**config.mk**
```make
export PLATFORM = sky130hd
export DESIGN_NAME = minterm_code_sequencer
export DESIGN_NICKNAME = d
export VERILOG_FILES = /design/src/rtl/minterm_code_pkg.sv /design/src/rtl/sym_fifo.sv /design/src/rtl/minterm_code_sequencer.sv
export SDC_FILE = /design/constraint.sdc
export NUM_CORES = 1
export LEC_CHECK = 0
export CAP_MARGIN = 20
export CORE_AREA = 2 2 83 85
export CTS_BUF_LIST = sky130_fd_sc_hd__clkbuf_8
export DETAILED_ROUTE_END_ITERATION = 10
export DIE_AREA = 0 0 85 87
export SLEW_MARGIN = 0
export SYNTH_ARGS = -nofsm -noshare
export SYNTH_HDL_FRONTEND = slang
export SYNTH_SLANG_ARGS = --single-unit
```
**constraint.sdc**
```tcl
create_clock -name clk -period 2.1 [get_ports clk]
set_clock_uncertainty 0.05 [all_clocks]
set_input_delay 0.21 -clock clk [delete_from_list [all_inputs] [get_ports clk]]
set_output_delay 0.21 -clock clk [all_outputs]
set_load 0.03 [all_outputs]
```
**src/rtl/minterm_code_pkg.sv**
```systemverilog
// Shared definitions for the X,Y,Z,K,M minterm code bus encoder.
//   state_t      : sequencer FSM states
//   IDLE_CODE    : bus value between symbols
//   SYM_MIN/MAX  : legal symbol index range
//   sym_legal    : 1 when a 4-bit index maps to a bus code
//   sym_to_code  : symbol index -> {X,Y,Z,K,M}; illegal indices give IDLE_CODE
package minterm_code_pkg;

  typedef enum logic [1:0] {
    IDLE  = 2'd0,
    DRIVE = 2'd1,
    GAP   = 2'd2
  } state_t;

  localparam logic [4:0] IDLE_CODE = 5'b00000;
  localparam logic [3:0] SYM_MIN   = 4'd1;
  localparam logic [3:0] SYM_MAX   = 4'd14;

  function automatic logic sym_legal(input logic [3:0] sym);
    return (sym >= SYM_MIN) && (sym <= SYM_MAX);
  endfunction

  function automatic logic [4:0] sym_to_code(input logic [3:0] sym);
    case (sym)
      4'd1:    return 5'b00010;
      4'd2:    return 5'b00011;
      4'd3:    return 5'b01010;
      4'd4:    return 5'b01011;
      4'd5:    return 5'b01111;
      4'd6:    return 5'b00110;
      4'd7:    return 5'b00100;
      4'd8:    return 5'b10101;
      4'd9:    return 5'b10100;
      4'd10:   return 5'b10001;
      4'd11:   return 5'b10011;
      4'd12:   return 5'b11011;
      4'd13:   return 5'b11001;
      4'd14:   return 5'b10010;
      default: return IDLE_CODE;
    endcase
  endfunction

endpackage

```
**src/rtl/sym_fifo.sv**
```systemverilog
// Synchronous symbol FIFO, DEPTH x W bits.
//   clk, rst    : clock, async active-high reset (empties the FIFO)
//   push, wdata : write request/data, ignored while full
//   pop         : advance read pointer, ignored while empty
//   head        : oldest entry, read straight from the storage flops
//   full, empty : occupancy flags from pointers with an extra wrap MSB
module sym_fifo #(
  parameter int DEPTH = 4,
  parameter int W     = 4
) (
  input  logic         clk,
  input  logic         rst,
  input  logic         push,
  input  logic [W-1:0] wdata,
  input  logic         pop,
  output logic [W-1:0] head,
  output logic         full,
  output logic         empty
);

  localparam int AW = $clog2(DEPTH);

  logic [DEPTH-1:0][W-1:0] mem;
  logic [AW:0]             wr_ptr, rd_ptr;

  assign empty = (wr_ptr == rd_ptr);
  // Same slot, different lap -> full.
  assign full  = (wr_ptr[AW] != rd_ptr[AW]) && (wr_ptr[AW-1:0] == rd_ptr[AW-1:0]);
  assign head  = mem[rd_ptr[AW-1:0]];

  always_ff @(posedge clk or posedge rst) begin
    if (rst) begin
      wr_ptr <= '0;
      rd_ptr <= '0;
      mem    <= '0;
    end else begin
      if (push && !full) begin
        mem[wr_ptr[AW-1:0]] <= wdata;
        wr_ptr              <= wr_ptr + (AW+1)'(1);
      end
      if (pop && !empty)
        rd_ptr <= rd_ptr + (AW+1)'(1);
    end
  end

endmodule

```
**src/rtl/minterm_code_sequencer.sv**
```systemverilog
// Transmit side of the 5-wire minterm code bus.
//   clk, rst        : clock, async active-high reset
//   in_valid/in_sym : symbol offer (1..14 legal)
//   in_ready        : FIFO has room (low while rst is high)
//   X,Y,Z,K,M       : registered code, X is MSB
//   busy            : work pending or bus still finishing a symbol
//   sym_done        : pulse on the final gap cycle of each symbol
//   err             : pulse when an illegal symbol is discarded
// The output register lags the FSM by one cycle, so a pop at edge t+1
// shows its code from edge t+2. Strobes are registered with the same lag.
module minterm_code_sequencer
  import minterm_code_pkg::*;
#(
  parameter int DEPTH       = 4,
  parameter int HOLD_CYCLES = 4,
  parameter int GAP_CYCLES  = 1
) (
  input  logic       clk,
  input  logic       rst,
  input  logic       in_valid,
  input  logic [3:0] in_sym,
  output logic       in_ready,
  output logic       X,
  output logic       Y,
  output logic       Z,
  output logic       K,
  output logic       M,
  output logic       busy,
  output logic       sym_done,
  output logic       err
);

  localparam int CNT_MAX = (HOLD_CYCLES > GAP_CYCLES) ? HOLD_CYCLES : GAP_CYCLES;
  localparam int CW      = $clog2(CNT_MAX + 1);
  localparam logic [CW-1:0] HOLD_LAST = CW'(HOLD_CYCLES - 1);
  localparam logic [CW-1:0] GAP_LAST  = CW'(GAP_CYCLES - 1);

  state_t          state, next_state;
  logic [CW-1:0]   cnt;
  logic            push, pop, full, empty, head_legal;
  logic [3:0]      head;
  logic [4:0]      cur_code, code_q;
  logic            err_d, done_d;

  assign in_ready   = !full && !rst;
  assign push       = in_valid && in_ready;
  assign head_legal = sym_legal(head);

  sym_fifo #(.DEPTH(DEPTH), .W(4)) u_fifo (
    .clk   (clk),
    .rst   (rst),
    .push  (push),
    .wdata (in_sym),
    .pop   (pop),
    .head  (head),
    .full  (full),
    .empty (empty)
  );

  always_comb begin
    next_state = state;
    pop        = 1'b0;
    err_d      = 1'b0;
    done_d     = 1'b0;
    case (state)
      IDLE: begin
        if (!empty) begin
          pop = 1'b1;
          if (head_legal) next_state = DRIVE;
          else            err_d      = 1'b1;
        end
      end
      DRIVE: begin
        if (cnt == HOLD_LAST) next_state = GAP;
      end
      GAP: begin
        if (cnt == GAP_LAST) begin
          done_d     = 1'b1;
          next_state = IDLE;
          // Chain straight into the next symbol with no extra idle cycle.
          if (!empty) begin
            pop = 1'b1;
            if (head_legal) next_state = DRIVE;
            else            err_d      = 1'b1;
          end
        end
      end
      default: next_state = IDLE;
    endcase
  end

  always_ff @(posedge clk or posedge rst) begin
    if (rst) begin
      state    <= IDLE;
      cnt      <= '0;
      cur_code <= IDLE_CODE;
      code_q   <= IDLE_CODE;
      sym_done <= 1'b0;
      err      <= 1'b0;
    end else begin
      state <= next_state;
      if (next_state != state)
        cnt <= '0;
      else if (((state == DRIVE) && (cnt != HOLD_LAST)) ||
               ((state == GAP)   && (cnt != GAP_LAST)))
        cnt <= cnt + CW'(1);
      if (pop && head_legal)
        cur_code <= sym_to_code(head);
      code_q   <= (state == DRIVE) ? cur_code : IDLE_CODE;
      sym_done <= done_d;
      err      <= err_d;
    end
  end

  assign {X, Y, Z, K, M} = code_q;
  // sym_done covers the lagged final gap cycle after the FSM is already IDLE.
  assign busy = (state != IDLE) || !empty || sym_done;

endmodule
```
# --- Word level (Yosys, flattened, before mapping) ---
# Memories as Yosys holds them, arrays and structs flattened. A register that Yosys moved wholly into a read port is not among the register bits.
# Index checks and enable logic that the tools add are counted.
# W data, S select, Z words.
totals:
  reg_bits: 34
  romBits: 80
  inputBits: 7
  mem_count: 1
mem_list:
  columns: ["name", "words", "width", "read_ports", "rd_clocked_by_memory_dff", "wr", "line", "source"]
  rows:
  - ["(name not given)", 16, 5, 1, 1, 0, "minterm_code_pkg.sv:24", "case (sym)"]
op_classes:
  addsub: 3
  n_lt_le_gt_ge: 5
  eq_ne: 8
  mux: 24
  reduce_logical: 21
op_table:
  columns: ["cell", "n"]
  rows:
  - ["$bwmux W16", 1]
  - ["$logic_and A1 B1 Y1", 10]
  - ["$add A3 B1 Y3 const B", 3]
  - ["$mux W1", 9]
  - ["$bmux W4 S2", 1]
  - ["$demux W4 S2", 1]
  - ["$mux W2", 4]
  - ["$mux W4", 2]
  - ["$lt A2 B3 Y1 const B", 2]
  - ["$mux W3", 2]
  - ["$pmux W2 S3", 1]
  - ["$mux W5", 1]
  - ["$ge A4 B1 Y1 const B", 1]
  - ["$le A4 B4 Y1 const B", 1]
  - ["$pmux W1 S2", 2]
  - ["$reduce_bool A2 Y1", 2]
  - ["$eq A3 B2 Y1 const B", 1]
  - ["$eq A3 B3 Y1", 1]
  - ["$logic_not A1 Y1", 3]
  - ["$logic_not A3 Y1", 1]
  - ["$logic_or A1 B1 Y1", 3]
  - ["$ne A3 B2 Y1 const B", 1]
  - ["$reduce_bool A3 Y1", 1]
  - ["$eq A2 B1 Y1 const B", 1]
  - ["6 further kinds", 6]

# --- Depth between registers and ports, before layout ---
logic_depth:
  word_depth: 10
  ltp_mapped: 8
  ltp_nobuf: 7

# --- Cells and area by module ---
# A second synthesis with hierarchy kept.
hier_totals:
  hier_cells: 180
  hier_area_um2: 2164.6
modules_own_cells:
  columns: ["mod", "instances", "cells_each", "area_each_um2", "seq_area_each_um2"]
  rows:
  - ["sym_fifo", 1, 84, 1193.6, 550.5]
  - ["minterm_code_sequencer", 1, 96, 970.9, 425.4]

# --- Worst setup path before layout ---
# No wires, ideal clock.
synth_path:
  kind: "register to register"
  startpoint: "register u_fifo.rd_ptr[0]"
  endpoint: "register u_fifo.mem[12] in the netlist's numbering"
  arrival_ps: 2070
  setup_slack_ps: -147
  stages_incl_launch_ff: 8
  cell_sequence: "dfrtp_1 -> buf_6 -> xnor2_1 -> a31oi_1 -> and2_1 -> buf_2 -> nand2_1 -> mux2_1"
synth_between:
  elab_chain_cells: 6
synth_rtl:
  columns: ["element", "line", "source"]
  rows:
  - ["start: declaration", "sym_fifo.sv:24", "logic [AW:0] wr_ptr, rd_ptr;"]
  - ["start signal: assignment", "sym_fifo.sv:42", "rd_ptr <= rd_ptr + (AW+1)'(1);"]
  - ["$eq A2 B2 Y1", "sym_fifo.sv:28", "assign full = (wr_ptr[AW] != rd_ptr[AW]) && (wr_ptr[AW-1:0] == rd_ptr[AW-1:0]);"]
  - ["$logic_and A1 B1 Y1", "sym_fifo.sv:28", null]
  - ["$logic_not A1 Y1", "minterm_code_sequencer.sv:45", "assign in_ready = !full && !rst;"]
  - ["$logic_and A1 B1 Y1", "minterm_code_sequencer.sv:45", null]
  - ["named net in_ready", "minterm_code_sequencer.sv:22", "output logic in_ready,"]
  - ["$logic_and A1 B1 Y1", "minterm_code_sequencer.sv:46", "assign push = in_valid && in_ready;"]
  - ["$logic_and A1 B1 Y1", "sym_fifo.sv:37", "if (push && !full) begin"]
  - ["end signal: indexed assignment", "sym_fifo.sv:38", "mem[wr_ptr[AW-1:0]] <= wdata;"]
  - ["end: declaration", "sym_fifo.sv:23", "logic [DEPTH-1:0][W-1:0] mem;"]
# The timed path passes the listed nets, and every way through them passes these cells.
# A chain may end at the register's enable or synchronous reset.

# --- Worst setup path after layout ---
layout_path:
  startpoint: "register u_fifo.rd_ptr[0]"
  endpoint: "register cur_code[3]"
layout_between:
  elab_chain_cells: 5
layout_rtl:
  columns: ["element", "line", "source"]
  rows:
  - ["$bmux W4 S2 / $eq A3 B3 Y1 (equally long branches)", "sym_fifo.sv:29, sym_fifo.sv:26", null]
  - ["$mux W4 (implied by the code) / $mux W1 (equally long branches)", "sym_fifo.sv:29, minterm_code_sequencer.sv:67, minterm_code_sequencer.sv:81", null]
  - ["$ge A4 B1 Y1, or another cell as far along", "minterm_code_pkg.sv:20", "return (sym >= SYM_MIN) && (sym <= SYM_MAX);"]
  - ["$logic_and A1 B1 Y1 / $pmux W1 S2 (equally long branches)", "minterm_code_pkg.sv:20, minterm_code_sequencer.sv:65", null]
  - ["$logic_and A1 B1 Y1", "minterm_code_sequencer.sv:107", "if (pop && head_legal)"]
  - ["end: declaration", "minterm_code_sequencer.sv:42", "logic [4:0] cur_code, code_q;"]
# Parallel ways exist; a longest one is shown, timed or not. The select of a mux whose other input is x is not followed.

==> reports/results.txt <==
TritonCTS built the clock tree. The logs give 0 for the initial antenna violation count and 5 for the number of buffers created by CTS. Number of levels the H-tree was split into: 2. The run gives 0 as the total global routing overflow. The clock root buffer is clkbuf_8. After synthesis the netlist holds a flip-flop and latch count of 39. For the proportion of power drawn by the clock network, the log shows 0.139. Along the worst path, the maximum fanout reaches 7. Setup repair after global routing could not meet its margin everywhere. The number of cell rows came out at 30. Across the run, the number of max-cap violations was 0.

The transition at the pin with the smallest max-transition slack works out to 481.2 ps. After routing the design area is 2470 µm². The logs give 7395 µm² for the area of the die and 39 for the number of clock sinks. After detailed routing, the average wire length per cell comes to 12.14 µm. The library cell used most frequently in the layout, excluding fill and tap cells, is dfrtp_1. The tools report the worst vdd rail ir drop as 0.0008285 V.

The first TritonRoute pass finished after 4 iterations. The number of nets in the synthesized netlist is 161. The logs give 0 for the final max-slew violation count and 1901 µm² for the post-synthesis instance area. The placed instances occupy a cell area of 2295 µm². In this run the vertical extent of the chip is 87 µm. Number of inserted filler cells in the final layout: 635.

The run gives 203 as the final layout net count. Dividing total power by cell area gives a power density of 1839 nW/µm². The worst setup path is captured at a flip-flop.

Sorting the synthesized cells by area gives the leading types as dfrtp_1 (51%), mux2_2 (6.5%), ha_1 (5.3%). After layout, the minimum clock period comes to 2140 ps. The portion of synthesized cell area occupied by the leading cell type is 0.5135, and the top achievable clock speed is 467.2 MHz.

Timing analysis after detailed placement gives a worst setup slack of -155.5 ps. During synthesis, Yosys emitted a total of 0 warnings. Type of the most critical hold path: in -> async. Synthesis instantiated 35 different standard cells from the library.

The tools report the worst slew slack as a fraction of its limit as 0.6792. The area taken by multi-input logic gates is 918.4 µm². Global-route wire length before repair: 5533 µm. Among all stages on the critical path, the largest delay is contributed by mux4_2. The run gives 0.09579 as the total global routing track utilization. The largest area contributor in the netlist was dfrtp_1.

Measured along the x axis, the die boundary spans 85 µm. The routed layout has 1198 vias. The core footprint is 6569 µm². The logs give -40.39 ps for the worst-case setup margin in the final layout and 0 for the remaining antenna violation count after routing. For the worst-skew pair, the clock arrives at the later sink with an insertion delay of 290 ps. The run finished, with violations left. The instance count of the mapped netlist is 146. In this run the deepest clock path goes through 2 buffers.

Fraction of the core area covered by cells at the end of the flow: 0.3760. Leaving out filler cells and counting taps, the final layout contains 269. The worst path buffer plus inverter count came out at 1. The top cell types in the final layout, fill and taps aside, are dfrtp_1 (38), buf_4 (21), clkdlybuf4s50_1 (13). For the switching power, the log shows 1.617 mW. In this run, placement finished with an instance count of 260.

The register share of total power was 0.293. After detailed routing, the number of vias per cell comes to 4.454. The power share of the combinational group is 0.568. The critical path's top delay family is multiplexers. The final reports fail on setup timing. The register cell area after layout is 977.2 µm². The tools report the leakage power summed over all cells as 1.082 nW.

The first-iteration detailed-routing DRC count came out at 43. Entering global routing, the biggest net connects 40 pins. The run gives 1218 as the number of global-route vias before repair. The area overhead of the layout relative to synthesis was 29.95%; the proportion of total power due to net switching was 0.3560. The run gives 2220 ps as the required time of the critical path. The logs give 0.7144 for the weighted congestion at the end of routability-driven global placement and 0 for the number of antenna repair diodes.

The critical path class was reg -> reg. For the final HPWL from detailed placement, the log shows 2380 µm. The effective utilization at floorplan was 0.2893; the clock transition at the register clock pins on the worst setup and hold paths after CTS was 70 ps. Setup violations remaining at the end of the flow were counted as 6.

The tools report the count of final hold-check violations as 0. The proportion of layout cells with a drive suffix above 1 is 0.3386. The worst setup path is launched from a flip-flop. Cell internal power was estimated by the tool at 2.926 mW.

The design draws 4.543 mW. Data on the critical path arrives at its endpoint at 2270 ps. Pin placement for this block handled 16 I/O pins. The number of buffer cells added on primary ports is 15.

In this run the mean area of a mapped cell was 13.02 µm². Traced cell by cell, the critical path runs through mux4_2 > and2_4 > nand3_2 > and3b_2 > buf_6 > mux2_4. The DRC violation count after routing is 0, and the maximum single-stage delay on the critical path is 590 ps. Summed over all layers, the routed wires come to 3265 µm. The post-route clock period utilization was 1.019; the portion of the post-synthesis area used by sequential elements was 0.5135.
-- power groups by stage --
stage,sequential [mW],combinational (mW),clock [mW]
6_report,1.33,2.58,0.631
3_3_place_gp,1.34,2.41,0
5_1_grt,1.38,2.86,0.693
2_1_floorplan,1.40,1.59,0
3_5_place_dp,1.34,2.47,0
4_1_cts,1.33,2.52,0.653
-- layer usage --
metal,vias up,wire [µm],global-route usage
met5,-,0,0
met4,0,70,0.04762
met3,7,130,0.02938
met2,16,1614,0.1563
met1,579,1450,0.1150
li1,596,-,-
-- tightest hold or removal path: stages --
cell             delay (ps)
clkdlybuf4s50_1         440
inv_1                    60
buf_4                   420
-- sequential cells by signal (all words and copies together), names as in the netlist --
name           cells
cur_code           5
u_fifo.wr_ptr      3
err                1
u_fifo.mem        16
state              2
sym_done           1
cnt                3
code_q             5
u_fifo.rd_ptr      3
-- per-stage QoR --
stage                     hold WS (ps)  setup TNS (ps)
after CTS                        363.2          -269.0
after global routing             392.5          -784.2
after detailed placement         424.0          -870.0
final                            338.6          -227.4
after global placement           423.4          -582.0
after floorplan                  291.7               0
-- kinds of logic after synthesis --
kind of cell / Yosys count / share of synthesized area
compound gates: 19 / 0.07176
xor+xnor: 7 / 0.03226
fa+ha+maj: 8 / 0.05267
buf+inv: 10 / 0.02830
flops: 39 / 0.5135
mux: 28 / 0.1982
simple gates: 35 / 0.1034
-- Yosys cell counts --
| library cell | count |
|---|---|
| a2111oi_2 | 2 |
| a211oi_1 | 2 |
| a21oi_1 | 5 |
| a22o_1 | 1 |
| a2bb2oi_1 | 1 |
| a31oi_1 | 1 |
| and2_1 | 8 |
| and2_4 | 1 |
| and3b_1 | 1 |
| buf_2 | 1 |
| buf_6 | 2 |
| clkinv_1 | 1 |
| dfrtp_1 | 39 |
| ha_1 | 8 |
| inv_1 | 6 |
| mux2_1 | 6 |
| mux2_2 | 11 |
| mux2_4 | 5 |
| mux2i_1 | 2 |
| mux4_2 | 4 |
| nand2_1 | 9 |
| nand2_2 | 1 |
| nand2b_1 | 3 |
| nand3_1 | 2 |
| nand3b_1 | 1 |
| nor2_1 | 4 |
| nor2_4 | 1 |
| nor2b_1 | 3 |
| o211ai_1 | 1 |
| o21a_1 | 1 |
| o21ai_0 | 4 |
| o21bai_1 | 1 |
| or4_1 | 1 |
| xnor2_1 | 6 |
| xor2_1 | 1 |
-- layout make-up --
type | count | share of cell area
well taps | 80 | 0.04053
clock buffers | 6 | 0.03343
inverters | 7 | 0.01064
flip-flops and latches | 39 | 0.3956
repair buffers | 38 | 0.1337
clock inverters | 2 | 0.01418
multi-input cells | 97 | 0.3718
-- path summary, 6_finish.rpt --
path	from	end	slack (ps)	depth (start not counted)
min reg2reg	cur_code[2]	code_q[2]	430	1
min in group clk	cur_code[2]	code_q[2]	430	1
max	u_fifo.rd_ptr[0]	cur_code[3]	-40	6
min	rst	u_fifo.wr_ptr[0]	340	3
max reg2reg	u_fifo.rd_ptr[0]	cur_code[3]	-40	6
max in group asynchronous	rst	u_fifo.rd_ptr[0]	1300	3
-- repair_timing --
item                       4_1_cts  5_1_grt
gates resized for setup          8        6
setup endpoints to repair        9       14
pin swaps                        0        3
buffers inserted                 1        0
gates cloned                     0        0
hold buffers                     0        0
(Power assumes the default switching activity.)
